**src/rtl/mul8_pkg.sv**
```systemverilog
// Shared definitions for the sequential 8x8 multiplier.
// Holds the FSM state encoding and the fixed datapath widths.
package mul8_pkg;

   localparam int MUL_W  = 8;
   localparam int PROD_W = 16;
   localparam int NIB_W  = 4;

   typedef enum logic [2:0] {
      IDLE   = 3'd0,
      EVAL   = 3'd1,
      ADD_LO = 3'd2,
      ADD_HI = 3'd3,
      SHIFT  = 3'd4,
      DONE   = 3'd5
   } state_t;

endpackage

```
**src/rtl/mul8_seq_ctrl_add4.sv**
```systemverilog
// 4-bit carry-lookahead adder slice shared by both nibble passes.
// Ports: a, b (4-bit addends), cin -> s (4-bit sum), cout.
module add4
   import mul8_pkg::*;
(
   input  logic [NIB_W-1:0] a,
   input  logic [NIB_W-1:0] b,
   input  logic             cin,
   output logic [NIB_W-1:0] s,
   output logic             cout
);

   logic [NIB_W-1:0] p;
   logic [NIB_W-1:0] g;
   logic [NIB_W:0]   c;

   assign p = a ^ b;
   assign g = a & b;

   // Flat lookahead terms: each carry depends only on p, g and cin.
   assign c[0] = cin;
   assign c[1] = g[0] | (p[0] & cin);
   assign c[2] = g[1] | (p[1] & g[0])
               | (p[1] & p[0] & cin);
   assign c[3] = g[2] | (p[2] & g[1])
               | (p[2] & p[1] & g[0])
               | (p[2] & p[1] & p[0] & cin);
   assign c[4] = g[3] | (p[3] & g[2])
               | (p[3] & p[2] & g[1])
               | (p[3] & p[2] & p[1] & g[0])
               | (p[3] & p[2] & p[1] & p[0] & cin);

   assign s    = p ^ c[NIB_W-1:0];
   assign cout = c[NIB_W];

endmodule

```
**src/rtl/mul8_seq_ctrl.sv**
```systemverilog
// Sequential 8x8 unsigned shift-add multiplier over one shared add4 slice.
// Ports: clk, rst_n (sync, active low), start, a, b -> busy, done, product.
module mul8_seq_ctrl
   import mul8_pkg::*;
(
   input  logic              clk,
   input  logic              rst_n,
   input  logic              start,
   input  logic [MUL_W-1:0]  a,
   input  logic [MUL_W-1:0]  b,
   output logic              busy,
   output logic              done,
   output logic [PROD_W-1:0] product
);

   state_t            state;
   logic [MUL_W-1:0]  mcand;
   logic [PROD_W-1:0] acc;
   logic              ext;
   logic              c_lo;
   logic [2:0]        cnt;

   logic [NIB_W-1:0]  add_a;
   logic [NIB_W-1:0]  add_b;
   logic              add_cin;
   logic [NIB_W-1:0]  add_s;
   logic              add_cout;

   logic [PROD_W-1:0] acc_sh;

   // ext holds the 9th bit of the high add and shifts in at the top.
   assign acc_sh = {ext, acc[PROD_W-1:1]};

   // Adder inputs stay at zero outside the two add states.
   always_comb begin
      add_a   = '0;
      add_b   = '0;
      add_cin = 1'b0;
      case (state)
         ADD_LO: begin
            add_a = acc[11:8];
            add_b = mcand[3:0];
         end
         ADD_HI: begin
            add_a   = acc[15:12];
            add_b   = mcand[7:4];
            add_cin = c_lo;
         end
         default: ;
      endcase
   end

   add4 u_add4 (
      .a    (add_a),
      .b    (add_b),
      .cin  (add_cin),
      .s    (add_s),
      .cout (add_cout)
   );

   always_ff @(posedge clk) begin
      if (!rst_n) begin
         state   <= IDLE;
         mcand   <= '0;
         acc     <= '0;
         ext     <= 1'b0;
         c_lo    <= 1'b0;
         cnt     <= '0;
         busy    <= 1'b0;
         done    <= 1'b0;
         product <= '0;
      end else begin
         case (state)
            IDLE: begin
               if (start) begin
                  mcand <= a;
                  acc   <= {{MUL_W{1'b0}}, b};
                  ext   <= 1'b0;
                  cnt   <= '0;
                  busy  <= 1'b1;
                  state <= EVAL;
               end
            end
            EVAL: begin
               state <= acc[0] ? ADD_LO : SHIFT;
            end
            ADD_LO: begin
               acc[11:8] <= add_s;
               c_lo      <= add_cout;
               state     <= ADD_HI;
            end
            ADD_HI: begin
               acc[15:12] <= add_s;
               ext        <= add_cout;
               state      <= SHIFT;
            end
            SHIFT: begin
               acc <= acc_sh;
               ext <= 1'b0;
               cnt <= cnt + 3'd1;
               if (cnt == 3'd7) begin
                  product <= acc_sh;
                  busy    <= 1'b0;
                  done    <= 1'b1;
                  state   <= DONE;
               end else begin
                  state <= EVAL;
               end
            end
            DONE: begin
               done <= 1'b0;
               // A start here chains straight into the next operation.
               if (start) begin
                  mcand <= a;
                  acc   <= {{MUL_W{1'b0}}, b};
                  ext   <= 1'b0;
                  cnt   <= '0;
                  busy  <= 1'b1;
                  state <= EVAL;
               end else begin
                  state <= IDLE;
               end
            end
            default: begin
               busy  <= 1'b0;
               done  <= 1'b0;
               state <= IDLE;
            end
         endcase
      end
   end

endmodule
```
**config.mk**
```make
export PLATFORM = sky130hd
export DESIGN_NAME = mul8_seq_ctrl
export DESIGN_NICKNAME = d
export VERILOG_FILES = /design/src/rtl/mul8_pkg.sv /design/src/rtl/mul8_seq_ctrl_add4.sv /design/src/rtl/mul8_seq_ctrl.sv
export SDC_FILE = /design/constraint.sdc
export NUM_CORES = 1
export LEC_CHECK = 0
export ABC_CLOCK_PERIOD_IN_PS = 3650
export BUFFER_PORTS_ARGS = -buffer_cell sky130_fd_sc_hd__buf_2
export CORE_MARGIN = 2
export CORE_UTILIZATION = 30
export DETAILED_ROUTE_END_ITERATION = 7
export GPL_TIMING_DRIVEN = 1
export PLACE_DENSITY = 0.49
export SYNTH_ARGS = -nofsm -noshare
export SYNTH_HDL_FRONTEND = slang
export SYNTH_SLANG_ARGS = --single-unit
```
**constraint.sdc**
```tcl
create_clock -name clk -period 3.65 [get_ports clk]
set_input_delay 0.365 -clock clk [delete_from_list [all_inputs] [get_ports clk]]
set_output_delay 0.365 -clock clk [all_outputs]
set_load 0.05 [all_outputs]
```
== Yosys cells after proc, flatten, opt, wreduce, memory -nomap -nowiden ==
Cells that the tools add are included.

* Flip-flop bits (word level): 50
* Word-level logic and storage cells: 87

* Eq/ne operators: 9
* Mux-type cells: 21
* Bitwise gates (word level): 31
* $add $sub $neg: 1
* Reduce and logical (&&, ||, !) cells: 14

{| class="wikitable"
|+ Operators by type and width
! cell !! count
|-
| 4-bit one-hot mux with 3 select lines || 2
|-
| 3-bit one-hot mux with 6 select lines || 1
|-
| 1-bit bitwise AND || 16
|-
| 16-bit two-way mux || 1
|-
| 4-bit one-hot mux with 2 select lines || 2
|-
| 8-bit one-hot mux with 2 select lines || 1
|-
| 3-bit two-way mux || 4
|-
| 2-bit AND reduction || 6
|-
| 1-bit OR || 10
|-
| 3-bit equality test, second input constant || 3
|-
| 4-bit bitwise XOR || 2
|-
| 3-bit by 2-bit equality test with 1-bit output, second input constant || 2
|-
| 1-bit two-way mux || 6
|-
| 1-bit one-hot mux with 3 select lines || 2
|-
| 3-bit one-hot mux with 2 select lines || 1
|-
| 3-bit nonzero test || 2
|-
| 4-bit bitwise AND || 1
|-
| 2-bit inequality test, second input constant || 2
|-
| 4-bit OR reduction || 1
|-
| 3-bit by 1-bit adder with 3-bit output, second input constant || 1
|-
| 3-bit by 1-bit equality test with 1-bit output, second input constant || 1
|-
| 3-bit zero test || 1
|-
| 3-bit AND reduction || 1
|-
| 3-bit OR reduction || 1
|-
| 5 further kinds || 6
|}

== Longest topological paths before layout ==
* Depth after elaboration: 9
* Mapped depth: 10
* Gate-level depth less buffers: 8

== By module ==
A second synthesis with hierarchy kept.

* Cells, all modules: 306
* Area total of the unflattened synthesis: 2686.3 um^2

{| class="wikitable"
|+ By module, submodules not included
! module !! times used !! cells an instance !! seq. area each (um^2) !! area an instance (um^2)
|-
| mul8_seq_ctrl || 1 || 289 || 1001.0 || 2538.7
|-
| add4 || 1 || 17 || 0.0 || 147.6
|}

== Least setup slack after synthesis ==
No wires, ideal clock.

* Kind: register to register
* From: register state[0]
* To: register ext
* Arrival: 2209 ps
* Required time: 3535 ps
* Setup slack: 1326 ps
* Period minus slack after synthesis: 2324 ps
* Cell stages (with the launch flop): 10
* Library setup time: 115 ps
* Cell sequence: dfxtp_1 -> buf_6 -> clkbuf_1 -> mux2i_1 -> nor2_1 -> ha_1 -> or2_2 -> o311ai_1 -> a21oi_1 -> o21a_1

* Word-level cells in the longest chain between the ends: 9
* Elaborated cells on any way between the ends: 26
* Classes of those cells: eq/ne: 5; mux: 4; bitwise: 13; reduce/logical: 4

{| class="wikitable"
|+ Ends and longest elaborated chain
! what !! RTL line !! RTL
|-
| start: declaration || mul8_seq_ctrl.sv:16 || <nowiki>state_t state;</nowiki>
|-
| start signal: assignment || mul8_seq_ctrl.sv:85 || <nowiki>state <= acc[0] ? ADD_LO : SHIFT;</nowiki>
|-
| 3-bit by 2-bit equality test with 1-bit output (on tied branches) || mul8_seq_ctrl.sv:39, mul8_seq_ctrl.sv:73 ||
|-
| 4-bit one-hot mux with 2 select lines || mul8_seq_ctrl.sv:39 || <nowiki>case (state)</nowiki>
|-
| 4-bit bitwise XOR / 4-bit bitwise AND (equally long branches) || mul8_seq_ctrl_add4.sv:17, mul8_seq_ctrl_add4.sv:18 ||
|-
| 1-bit bitwise AND (on tied branches) || - ||
|-
| 1-bit OR, or another cell as far along || mul8_seq_ctrl_add4.sv:28 || <nowiki>assign c[4] = g[3] | (p[3] & g[2])</nowiki>
|-
| 1-bit OR, or another cell as far along || mul8_seq_ctrl_add4.sv:29 || <nowiki>| (p[3] & p[2] & g[1])</nowiki>
|-
| 1-bit OR / 1-bit bitwise AND (equally long branches) || mul8_seq_ctrl_add4.sv:30, mul8_seq_ctrl_add4.sv:31 ||
|-
| 1-bit OR || mul8_seq_ctrl_add4.sv:31 || <nowiki>| (p[3] & p[2] & p[1] & p[0] & cin);</nowiki>
|-
| 1-bit one-hot mux with 3 select lines || mul8_seq_ctrl.sv:73 || <nowiki>case (state)</nowiki>
|-
| end signal: assignment || mul8_seq_ctrl.sv:94 || <nowiki>ext <= add_cout;</nowiki>
|-
| end: declaration || mul8_seq_ctrl.sv:19 || <nowiki>logic ext;</nowiki>
|}

Parallel ways exist; a longest one is shown, timed or not.
A chain may end at the register's enable or synchronous reset.

== Final worst setup path ==
* From: register state[0]
* To: register cnt[1]

* Word-level cells in the longest chain between the ends: 4
* Elaborated cells on any way between the ends: 8
* Classes of those cells: eq/ne: 3; mux: 1; reduce/logical: 4

{| class="wikitable"
|+ Ends and longest elaborated chain
! what !! RTL line !! RTL
|-
| 3-bit equality test / 3-bit zero test (equally long branches) || mul8_seq_ctrl.sv:73 ||
|-
| 2-bit OR reduction (no line) || - ||
|-
| 2-bit by 1-bit inequality test with 1-bit output (no line) / 2-bit nonzero test (equally long branches) || - ||
|-
| 2-bit AND reduction (no line) || - ||
|-
| end signal: assignment || mul8_seq_ctrl.sv:100 || <nowiki>cnt <= cnt + 3'd1;</nowiki>
|-
| end: declaration || mul8_seq_ctrl.sv:21 || <nowiki>logic [2:0] cnt;</nowiki>
|}

Parallel ways exist; a longest one is shown, timed or not.

==> summary.md <==
| Metric | Value |
|---|---|
| Post-Syn Area | 2540 um^2 |
| Remaining number of nets flagged by the antenna check after routing | 0 |
| Launch point of the critical path | state[0] |
| Die Width | 96.1 um |
| Area of the multi-input gates | 1410 um^2 |
| Core area | roughly 8200 um^2 |
| Worst setup SP type | register |
| Count of buffers from port buffering | 36 |
| WP data required | 3850 ps |
| Asr flop ratio synth | 0% |
| Critical register-to-register path endpoint | cnt[1] |
| Most common cell after layout, fill and taps aside | sky130_fd_sc_hd__nand2_1 |
| Final Hold Violating Endpoints | 0 |
| Fraction of final layout cells with drive strength greater than 1 | 18.3% |
| Hold buffer count at cts | 0 |
| Wire length after detailed routing | 5830 um |
| Slowest stage cell, crit path | sky130_fd_sc_hd__dfxtp_1 |
| Max Cap Violations | 0 |
| Number of DRC violations after detailed-routing iteration 0 | 116 |
| Most area-consuming cells after synthesis | sky130_fd_sc_hd__dfxtp_1, sky130_fd_sc_hd__nand2_1, sky130_fd_sc_hd__mux2i_1 |
| Root Buffer Master | sky130_fd_sc_hd__clkbuf_8 |
| Areal power density over the cells | 406 nW/um^2 |
| Slack of the worst reg-to-reg path | 960 ps |
| Remaining max-slew budget at the tightest pin | 33.1% |
| Cell variety after synth | 52 |
| Leading cell types in the layout, fill and taps excluded | sky130_fd_sc_hd__nand2_1, sky130_fd_sc_hd__dfxtp_1, sky130_fd_sc_hd__buf_2, sky130_fd_sc_hd__nor2_1, sky130_fd_sc_hd__a21boi_0 |
| Net switching power figure | 346 uW |
| Post-CTS clock slew at the launch and capture registers of the worst setup and hold paths | roughly 100 ps |
| Post-route setup slack | about 960 ps |
| Data arrival at the endpoint of the critical path | ~2900 ps |
| Final critical-path required period | 2690 ps |
| GRT Util Overall | 13.5% |
| Initial core utilization | between 30% and 40% |
| Total negative slack | 0 ps |
| Nets | ~350 |
| Final design area excluding fillers | 2840 um^2 |
| RSZ-0062 raised after global routing | false |
| CTS resizes | 0 |
| Average cell area after synthesis | 8.54 um^2 |
| Synthesized instance count | 298 |
| Cell family with most CP delay | simple AND/OR/NAND/NOR gates |
| Syn nets | 323 |
| Setup fix buffers added after clock tree synthesis | 0 |
| Clock buffers created by TritonCTS | 5 |
| Synth-to-Final Area Change | 11.7% |
| Total via count in the routed design | 2111 |
| Row cnt | 33 |
| Hold Path End | mcand[6] |
| Global-route wire length before repair | between 9000 and 10000 um |
| Static leakage | 0.00126 uW |
| Worst setup skew after layout | between 8 and 9 ps |
| Diode count | 0 |
| Maximum number of pins on one net before global-route repair | 52 |
| DRC errors left | 0 |
| Number of iterations in the first detailed-routing pass | 4 |
| Final Max Slew Viols | 0 |
| Post-synth top area cell | sky130_fd_sc_hd__dfxtp_1 |
| Area of the die | 9230 um^2 |
| Post-synth top area share | 39.4% |
| Clock network fraction of total power | approximately a third |
| Relative contribution of sequential cells to total power | 53.5% |
| TritonCTS clock tree | built |
| Hold crit path type | in -> reg |
| Result of the run | completed |
| Register area share after synthesis | 39.4% |
| Power Internal | 808 uW |
| Deepest level of the CTS H-tree | 2 |
| Die height | 96.1 um |
| Routability congestion estimate | about 0.86 |
| Buffers plus inverters on the worst setup path | 0 |
| Max FO, Critical Path | 21 |
| Via density per instance | 4.94 |
| Post-DP HPWL | 4000 um |
| Number of ports placed on the die boundary | 37 |
| Clock insertion delay at the later pin of the skew report | 320 ps |
| Yosys warnings | 0 |
| Pre-CTS setup slack | 907 ps |
| Combinational cell fraction of total power | roughly 15% |
| Maximum operating frequency | 371 MHz |
| Dominant register cell in the synthesized netlist | sky130_fd_sc_hd__dfxtp_1 |
| Number of cells on the worst reg-to-reg path | 5 |
| Endpoint class of the critical path | register |
| Actual transition at the worst max-transition pin | 998 ps |
| Cell Area, Placed | 2740 um^2 |
| Post-route fraction of the period consumed by the critical path | around three quarters |
| Yosys reg bits | 50 |
| Initial antenna violation count | 0 |
| Startpoint of the most critical hold path | a[6] |
| Hold path depth | 3 |
| Core utilization of the finished layout | 34.6% |
| Cells along the critical path | nor2b_1 -> nor3_2 -> nand2_1 -> nand3_1 -> a21boi_0 |
| Delay of the slowest cell on the worst path | around 940 ps |
| R2R Path Start | state[0] |
| Mean routed wirelength per cell | 13.7 um |
| Switching portion of total power | 30.0% |
| # clock sinks | 50 |
| Maximum buffer depth of the clock tree | 2 |
| Flip-flop and latch area | approximately 1000 um^2 |
| Setup Viol. Count Final | 0 |
| Category of the critical setup timing path | reg -> reg |
| Number of synthesized flops with an enable pin | 0 |
| Worst IR drop on VDD | between 0.00015 and 0.0002 V |
| Number of fillers in the final layout | 875 |
| Vias in the first global route | 1958 |
| Global route overflow | 0 |
## how the worst max path moves through the flow
stage,end,depth (start not counted)
after floorplan,ext,9
after CTS,cnt[1],5
after detailed placement,cnt[1],5
after global routing,cnt[1],5
final,cnt[1],5
after global placement,cnt[2],5
## tightest hold or removal path, delay by kind of cell
family	cells	cell delay (ps)
AO/OA/AOI/OAI	1	50
buffers and inverters	1	90
AND/OR/NAND/NOR	1	50
## stage by stage
stage	hold WS, ps	total power (uW)	cells
2_1_floorplan	434	765	298
3_3_place_gp	442	800	419
3_5_place_dp	445	802	419
4_1_cts	276	1160	427
5_1_grt	280	1210	427
6_report	280	1150	427
## metal layers
layer | GRT usage [%] | wire (um) | vias to the layer above
met5 | 0 | 0 | -
met4 | 3.93 | 74 | 0
met3 | 2.98 | 209 | 8
met2 | 21.7 | 2710 | 31
met1 | 18.2 | 2830 | 1000
li1 | - | - | 1072
## state kept, by name, indices dropped and copies added, names as in the netlist
| name | cells |
|---|---|
| ext | 1 |
| mcand | 8 |
| c_lo | 1 |
| state | 3 |
| busy | 1 |
| product | 16 |
| done | 1 |
| cnt | 3 |
| acc | 16 |
## synthesized netlist by cell type (2+ instances only)
master,count
sky130_fd_sc_hd__a22oi_1,2
sky130_fd_sc_hd__nand2b_1,2
sky130_fd_sc_hd__inv_1,4
sky130_fd_sc_hd__inv_2,2
sky130_fd_sc_hd__clkbuf_1,8
sky130_fd_sc_hd__nor2_1,18
sky130_fd_sc_hd__nand2_1,74
sky130_fd_sc_hd__nor2b_1,4
sky130_fd_sc_hd__buf_2,7
sky130_fd_sc_hd__and3_1,2
sky130_fd_sc_hd__and2_1,4
sky130_fd_sc_hd__a31oi_1,5
sky130_fd_sc_hd__a21boi_1,9
sky130_fd_sc_hd__dfxtp_1,50
sky130_fd_sc_hd__a21oi_1,4
sky130_fd_sc_hd__o21ai_0,8
sky130_fd_sc_hd__o211a_1,11
sky130_fd_sc_hd__buf_6,4
sky130_fd_sc_hd__nand3_1,7
sky130_fd_sc_hd__a22o_1,2
sky130_fd_sc_hd__ha_1,6
sky130_fd_sc_hd__a21boi_0,18
sky130_fd_sc_hd__mux2i_1,16
sky130_fd_sc_hd__nor3_1,3
## power by group through the flow
stage	combinational [uW]	sequential (uW)	clock (uW)
detailed placement	172	630	0
global placement	170	630	0
floorplan	151	613	0
CTS	172	617	375
finish	170	617	367
global route	192	623	393
## layout make-up
class	count	area share, %
Multi-Input combinational cell	222	49.5
Sequential cell	50	35.2
Timing Repair Buffer	36	6.34
Tap cell	105	4.62
Clock buffer	6	2.91
Inverter	6	0.793
Clock inverter	2	0.572
## logic make-up (layout without fill, tap and decap cells)
family	count (synthesis)	count (layout)	share of synthesized area [%]
compound gates	74	74	22.9
fa+ha+maj	7	7	3.39
flops	50	50	39.4
buf+inv	26	50	5.51
mux	16	16	6.30
xor+xnor	2	2	0.689
simple gates	123	123	21.8
No activity file was read; power rests on OpenSTA's default activity.
